### src/rtl/bcd_seq_ctrl.sv
// ---------------------------------------------------------------------------
// bcd_seq_ctrl
//
// Purpose:
//   Iterative binary-to-BCD converter for the 7-segment display path. It uses
//   shift-and-add-3 (double-dabble) and needs one cycle per input bit. A
//   two-state FSM (IDLE, SHIFT) sequences the engine. The packed BCD result is
//   registered and held between conversions, and it drives one digit decoder
//   per display digit.
//
// Handshake (valid/ready style, start/busy/done):
//   - start is sampled only while the FSM is in IDLE. When accepted, bin_in is
//     captured and busy rises on the same edge.
//   - While busy is high, start and bin_in are ignored. Requests are not
//     queued.
//   - done pulses for exactly one cycle when bcd_out has just been updated.
//     busy and done are never high together.
//   - start in the cycle done is high is accepted, so back-to-back
//     conversions run.
//
// Parameters:
//   WIDTH   binary input width (default 10)
//   DIGITS  number of BCD digits (default 4); must satisfy
//           2^WIDTH-1 <= 10^DIGITS-1
//
// Ports:
//   clk        system clock
//   rst        synchronous, active-high reset
//   start      conversion request (sampled in IDLE only)
//   bin_in     binary value, captured on the accepting edge
//   busy       high while a conversion is in progress
//   done       one-cycle pulse, bcd_out just updated
//   bcd_out    packed BCD, digit i in [4i+3:4i] (units in [3:0])
//   state_dbg  current FSM state (0 = IDLE, 1 = SHIFT)
//
// Optional feature macro: BCD_AUTO_REFRESH_EN
//   When defined, a conversion also starts in IDLE whenever bin_in differs
//   from the value captured by the last accepted conversion (register last_r).
// ---------------------------------------------------------------------------
module bcd_seq_ctrl #(
  parameter int WIDTH  = 10,
  parameter int DIGITS = 4
) (
  input  logic                  clk,
  input  logic                  rst,
  input  logic                  start,
  input  logic [WIDTH-1:0]      bin_in,
  output logic                  busy,
  output logic                  done,
  output logic [4*DIGITS-1:0]   bcd_out,
  output logic                  state_dbg
);

  localparam int BW = 4 * DIGITS;
  localparam int CW = (WIDTH > 1) ? $clog2(WIDTH) : 1;
  localparam logic [CW-1:0] LAST_CNT = CW'(WIDTH - 1);

  // Largest binary input must be representable in DIGITS decimal digits.
  function automatic bit fits(input int w, input int d);
    longint unsigned p;
    p = 64'd1;
    for (int i = 0; i < d; i++) p = p * 64'd10;
    return (w < 64) && (((64'd1 << w) - 64'd1) <= (p - 64'd1));
  endfunction

  if (!fits(WIDTH, DIGITS)) begin : g_size_check
    $error("bcd_seq_ctrl: 2^WIDTH-1 does not fit in DIGITS BCD digits");
  end

  typedef enum logic {
    S_IDLE  = 1'b0,
    S_SHIFT = 1'b1
  } state_t;

  state_t             state;
  logic [WIDTH-1:0]   bin_r;
  logic [BW-1:0]      bcd_r;
  logic [CW-1:0]      cnt;

  logic [BW-1:0]       bcd_adj;
  logic [BW+WIDTH-1:0] shifted;
  logic                go;

  // Add-3 correction on every scratch digit, then one left shift of the
  // combined {bcd, bin} register. This is the next scratch value.
  always_comb begin
    bcd_adj = bcd_r;
    for (int i = 0; i < DIGITS; i++) begin
      if (bcd_r[4*i +: 4] >= 4'd5) bcd_adj[4*i +: 4] = bcd_r[4*i +: 4] + 4'd3;
    end
    shifted = {bcd_adj, bin_r} << 1;
  end

`ifdef BCD_AUTO_REFRESH_EN
  logic [WIDTH-1:0] last_r;
  // A switch change since the last accepted conversion acts as a start.
  assign go = start | (bin_in != last_r);
`else
  assign go = start;
`endif

  always_ff @(posedge clk) begin
    if (rst) begin
      state   <= S_IDLE;
      busy    <= 1'b0;
      done    <= 1'b0;
      bcd_out <= '0;
      bin_r   <= '0;
      bcd_r   <= '0;
      cnt     <= '0;
`ifdef BCD_AUTO_REFRESH_EN
      last_r  <= '0;
`endif
    end else begin
      done <= 1'b0;
      case (state)
        S_IDLE: begin
          if (go) begin
            bin_r <= bin_in;
            bcd_r <= '0;
            cnt   <= '0;
            busy  <= 1'b1;
            state <= S_SHIFT;
`ifdef BCD_AUTO_REFRESH_EN
            last_r <= bin_in;
`endif
          end
        end
        S_SHIFT: begin
          bcd_r <= shifted[BW+WIDTH-1:WIDTH];
          bin_r <= shifted[WIDTH-1:0];
          cnt   <= cnt + 1'b1;
          if (cnt == LAST_CNT) begin
            // Final shift: publish the completed scratch value directly.
            bcd_out <= shifted[BW+WIDTH-1:WIDTH];
            done    <= 1'b1;
            busy    <= 1'b0;
            state   <= S_IDLE;
          end
        end
        default: begin
          state <= S_IDLE;
          busy  <= 1'b0;
        end
      endcase
    end
  end

  assign state_dbg = state;

endmodule

### config.mk
export PLATFORM = sky130hd
export DESIGN_NAME = bcd_seq_ctrl
export DESIGN_NICKNAME = d
export VERILOG_FILES = /design/src/rtl/bcd_seq_ctrl.sv
export SDC_FILE = /design/constraint.sdc
export NUM_CORES = 1
export LEC_CHECK = 0
export ABC_AREA = 1
export CAP_MARGIN = 30
export CORE_ASPECT_RATIO = 0.8
export CORE_MARGIN = 8
export CORE_UTILIZATION = 54
export DETAILED_ROUTE_END_ITERATION = 16
export GPL_ROUTABILITY_DRIVEN = 0
export PLACE_DENSITY = 0.76
export SYNTH_ARGS = -nofsm -noshare
export SYNTH_HDL_FRONTEND = slang
export SYNTH_SLANG_ARGS = --single-unit
### constraint.sdc
create_clock -name clk -period 1.3 [get_ports clk]
set_input_delay 0.39 -clock clk [delete_from_list [all_inputs] [get_ports clk]]
set_output_delay 0.39 -clock clk [all_outputs]
set_load 0.1 [all_outputs]
Yosys cells after proc, flatten, opt, wreduce, memory -nomap -nowiden
Index checks and enable logic that the tools add are counted.
Cells by class
  reductions and logical operators: 3
  $mul: 0
  bitwise operators: 1
  eq/ne operators: 3
  magnitude comparators: 4
  div/mod/pow operators: 0
  $add $sub $neg: 5
  mux-type cells: 17
  shifts and indexed selects: 0
Operators with widths (number)
  one-hot mux 16 bit (2 select lines): 1
  one-hot mux 10 bit (2 select lines): 1
  >= comparator 4 x 3 -> 1 bit (second input constant): 4
  two-way mux 16 bit: 1
  two-way mux 4 bit: 4
  adder 4 x 2 -> 4 bit (second input constant): 3
  two-way mux 10 bit: 1
  one-hot mux 4 bit (2 select lines): 1
  two-way mux 1 bit: 5
  adder 4 x 1 -> 4 bit (second input constant): 1
  equality test 4 bit (second input constant): 1
  one-hot mux 1 bit (2 select lines): 2
  AND reduction 2 bit: 2
  adder 3 x 2 -> 3 bit (second input constant): 1
  two-way mux 3 bit: 1
  != test 2 x 1 -> 1 bit (second input constant): 1
  != test 2 bit (second input constant): 1
  OR reduction 2 bit: 1
  NOT 1 bit: 1
Storage, ports and cells
  bits in latches: 0
  bits in writable memories: 0
  bits in read-only memories: 0
  output and inout port bits: 19
  bits of input ports: 13
  memories kept: 0
  bits in registers: 49

Depth between registers and ports, before layout
  depth after elaboration: 3
  mapped depth: 8

Worst setup path before layout
Ideal clock, no wire load.
  kind: reg-to-reg
  start: reg state, in the netlist state_dbg
  end: reg bcd_out[10]
  clock period less this slack: 1.802 ns
  stages on the path, launching flop included: 7
  arrival: 1.683 ns
  setup time: 0.118 ns
  buffers on the path: 1
  path slack: -0.502 ns
  cells stage by stage: dfxtp_1 -> inv_2 -> nor2_4 -> nor2_4 -> buf_4 -> nand2_1 -> o21ai_2
Between the ends
  cells in the longest elaborated chain, start to end: 1
RTL lines
  start: declaration: line 75  | state_t state;
  start signal: assignment: line 104  | state <= S_IDLE;
  start signal: assignment: line 123  | state <= S_SHIFT;
  start signal: assignment: line 138  | state <= S_IDLE;
  AND reduction 2 bit (no source line)
  end signal: assignment: line 135  | bcd_out <= shifted[BW+WIDTH-1:WIDTH];
  end: declaration: line 50  | output logic [4*DIGITS-1:0] bcd_out,
Every way passes these cells.
A chain may end at the register's enable or synchronous reset.

Worst setup path in the final report
  start: reg bcd_r[0]
  end: reg bcd_r[4]
Between the ends
  cells in the longest elaborated chain, start to end: 3
RTL lines
  start: declaration: line 77  | logic [BW-1:0] bcd_r;
  start signal: assignment: line 130  | bcd_r <= shifted[BW+WIDTH-1:WIDTH];
  adder 4 x 2 -> 4 bit or >= comparator 4 x 3 -> 1 bit (tied branches): line 89  | if (bcd_r[4*i +: 4] >= 4'd5) bcd_adj[4*i +: 4] = bcd_r[4*i +: 4] + 4'd3;
  two-way mux 4 bit (*): line 89
  one-hot mux 16 bit (2 select lines) (*): line 116  | case (state)
Every way passes the cells marked *; elsewhere a longest branch is shown, timed or not.

==> impl_metrics.csv <==
group,metric,value,unit
status,status,"completed",
sta,fin_skew,0.009340,ns
cts,cts.sinks,49,
pwr,power_density,810.9,nW/um^2
setup_path,r2r_end,"bcd_r[4]",
setup_path,cp-start-kind,"register",
setup_path,endpoint,"bcd_r[4]",
logic_synthesis,synthFlopType,"dfxtp_1",
hold_path,holdCritPathClass,"reg -> reg",
pwr,leakage,1.515,nW
logic_synthesis,ys_seq_elements,49,
sta,fin_crit,1.289,ns
flow_run,drv_cap,0,
sta,relSlewSlack,77.48,%
logic_synthesis,synthMuxAreaShare,0.4299,%
floorplanning,num_io_pins,32,
route,finalWirelength,6.315,mm
sta,hold_viol,0,
setup_path,arrival,1.50,ns
sta,worstMarginPinSlew,0.3373,ns
placed_design,dpl_cell_area,3034,um^2
logic_synthesis,yosysMostFrequentCell,"nand2_1",
sta,period_share,99.19,%
route,vias,2348,
global_routing,grt_max_degree,23,
sta,setup_viol,0,
route,firstDrtPassIters,5,
logic_synthesis,yosys.area.top_type_share,42.13,%
logic_synthesis,netlist_instances,320,
cts,root_buffer,"clkbuf_8",
route,top_layer,"met4",
logic_synthesis,yosys.area_share.simple,30.25,%
logic_synthesis,seq_area_frac_synth,42.13,%
pwr,switchingPower,0.0007033,W
setup_path,cp_max_fo,4,
global_routing,track_usage,18.64,%
logic_synthesis,synth_top_family_by_area,"simple AND/OR/NAND/NOR gates",
layout,final_area,3397,um^2
logic_synthesis,synth_cell_types,24,
layout,final_nets,396,
setup_path,worst_r2r_path_depth,7,
logic_synthesis,synth_xor_area_share,0,%
sta,slew_viol_final,0,
logic_synthesis,synth_compound_area_share,12.20,%
cts,ctsHtreeMaxLevel,2,
logic_synthesis,syn-cell-area,2328,um^2
cts,cts_tree,"yes",
pwr,peakVddDrop,0.0008462,V
setup_path,reg2reg_from,"bcd_r[0]",
logic_synthesis,synth_area_leaders,"dfxtp_1 42%, nand2_1 17%, nand3_1 8.2%",
route,viasPerCell,5.448,
layout,fin_cells,431,
cts,clockBufferDepth,2,
global_routing,grt_pass1_wl,9.784,mm
sta,max_freq,775.5,MHz
cts,numCtsBuffers,5,
placed_design,dp_hpwl,4.161,mm
pwr,p_int,0.002051,W
floorplanning,die_area,6682,um^2
route,route.met3.wl,342,um
layout,drive_above_1_share,36.36,%
logic_synthesis,ys_async_sr_fraction,0,%
placed_design,port_buffers,31,
logic_synthesis,syn_nets,343,
global_routing,antenna_found_initial,0,
route,drcViolationCount,0,
cts,clk_pin_slew,0.09,ns
sta,rsz0062_at_grt,"true",
route,wl_met2,3.120,mm
logic_synthesis,synth_area_leader_cell,"dfxtp_1",
floorplanning,start_util,56.09,%
layout,fillerInstances,278,
logic_synthesis,ys_top_cells_by_count,"103 x nand2_1, 49 x dfxtp_1, 39 x inv_1",
route,antenna_left,0,
logic_synthesis,synth.yosys.warnings,0,
route,routedWlPerCell,14.65,um
setup_path,crit_required,1.51,ns
logic_synthesis,synth-edff-count,0,
setup_path,endpoint_kind,"register",
cts,clock_latency,0.31,ns
pwr,pwr-share-seq,56.1,%
floorplanning,coreArea,4151,um^2
setup_path,crit_start,"bcd_r[0]",
layout,utilization,81.83,%
pwr,p_clk_share,31.7,%
pwr,pwr-share-comb,12.2,%
floorplanning,row_count,21,
pwr,swShare,25.53,%
logic_synthesis,synth_adder_area_share,5.373,%
floorplanning,die_h,74.74,um
sta,holdWs,0.4603,ns
placed_design,dp.cells,417,
route,wl_met1,2.698,mm
logic_synthesis,synth_area_per_cell,7.277,um^2
floorplanning,die_w,89.42,um
route,drtIter0Drc,129,
global_routing,grt_overflow,0,
global_routing,grt_pass1_vias,2156,
setup_path,setup.worst_path.class,"reg -> reg",
layout,area_delta_synth_final,45.89,%
layout,n_antenna_cell,0,
setup_path,reg2reg_slack,0.01,ns
critical path, stage by stage (launching register included):
cell and delay, ns:
dfxtp_2 0.34, buf_4 0.15, ha_2 0.19, nand2_4 0.09, nand3_4 0.10, buf_4 0.16, nand3_1 0.10, a21oi_1 0.07
layout make-up:
class / instances / area (um^2) / area share, %
Clock buffer: 6 / 72.57 / 2.136
Clock inverter: 2 / 10.01 / 0.2947
Inverter: 40 / 155.1 / 4.567
Multi-Input combinational cell: 219 / 1294 / 38.08
Sequential cell: 49 / 1022 / 30.09
Tap cell: 57 / 71.32 / 2.099
Timing Repair Buffer: 58 / 772.0 / 22.73
cells by family (layout without fill, tap and decap cells):
| logic type | count (synthesis) | count (layout) |
|---|---|---|
| DFF | 49 | 49 |
| buffers and inverters | 52 | 106 |
| and+or+nand+nor | 160 | 160 |
| adders and majority gates | 10 | 10 |
| muxes | 1 | 1 |
| AOI/OAI and AO/OA | 48 | 48 |
registers in the layout, summed over array words and instances, names as in the netlist:
signal     flops
done           1
busy           1
bin_r         10
cnt            4
state_dbg      1
bcd_r         16
bcd_out       16
routing by layer:
| layer | track usage, % | vias to the layer above |
|---|---|---|
| met5 | 0 | - |
| met4 | 6.985 | 0 |
| met3 | 3.490 | 15 |
| met2 | 32.49 | 74 |
| met1 | 22.26 | 1119 |
| li1 | - | 1140 |
how the worst min path moves through the flow:
stage / startpoint / endpoint / slack, ns / cells after the start
after CTS: bcd_r[13] / bcd_r[13] / 0.47 / 2
after global routing: bcd_out[12] / bcd_out[12] / 0.48 / 2
after floorplan: cnt[2] / cnt[2] / 0.43 / 1
after global placement: bin_r[0] / bin_r[0] / 0.45 / 2
final: bin_r[9] / bcd_r[0] / 0.46 / 2
after detailed placement: bin_r[9] / bcd_r[0] / 0.45 / 2
power by group through the flow:
| stage | combinational [W] | clock (W) | sequential, W |
|---|---|---|---|
| 3_5_place_dp | 0.000292 | 0 | 0.00159 |
| 3_3_place_gp | 0.000284 | 0 | 0.00159 |
| 2_1_floorplan | 0.000131 | 0 | 0.00161 |
| 5_1_grt | 0.000359 | 0.000940 | 0.00155 |
| 6_report | 0.000335 | 0.000874 | 0.00155 |
| 4_1_cts | 0.000311 | 0.000884 | 0.00155 |
metrics by stage:
step | setup WS (ns) | power [W] | TNS, ns
2_1_floorplan | 0.001020 | 0.001743 | 0
3_3_place_gp | -0.1935 | 0.001870 | -7.413
3_5_place_dp | -0.2349 | 0.001878 | -9.232
4_1_cts | 0.002919 | 0.002742 | 0
5_1_grt | -0.03989 | 0.002847 | -0.1603
6_report | 0.01055 | 0.002755 | 0
layout by cell type (no fill, tap or decap), drive strengths merged:
cell and instances:
clkbuf 7, buf 45, nand4 9, nand2 104, ha 10, a21oi 21, dfxtp 49, or2 1
clkinv 2, clkdlybuf4s50 11, o21ai 24, nand3 39, dlymetal6s2s 1, nor2 7, a31oi 1, o211ai 1
mux2i 1, inv 40, a22oi 1
timing repair:
| action | in CTS | in global routing |
|---|---|---|
| gates resized for setup | 8 | 63 |
| setup buffers | 2 | 3 |
| pin swaps | 0 | 18 |
| endpoints found under the setup margin | 18 | 29 |
| hold buffers | 0 | 0 |
| gates cloned | 0 | 1 |
Note: power is estimated with default switching activity, not from simulation.
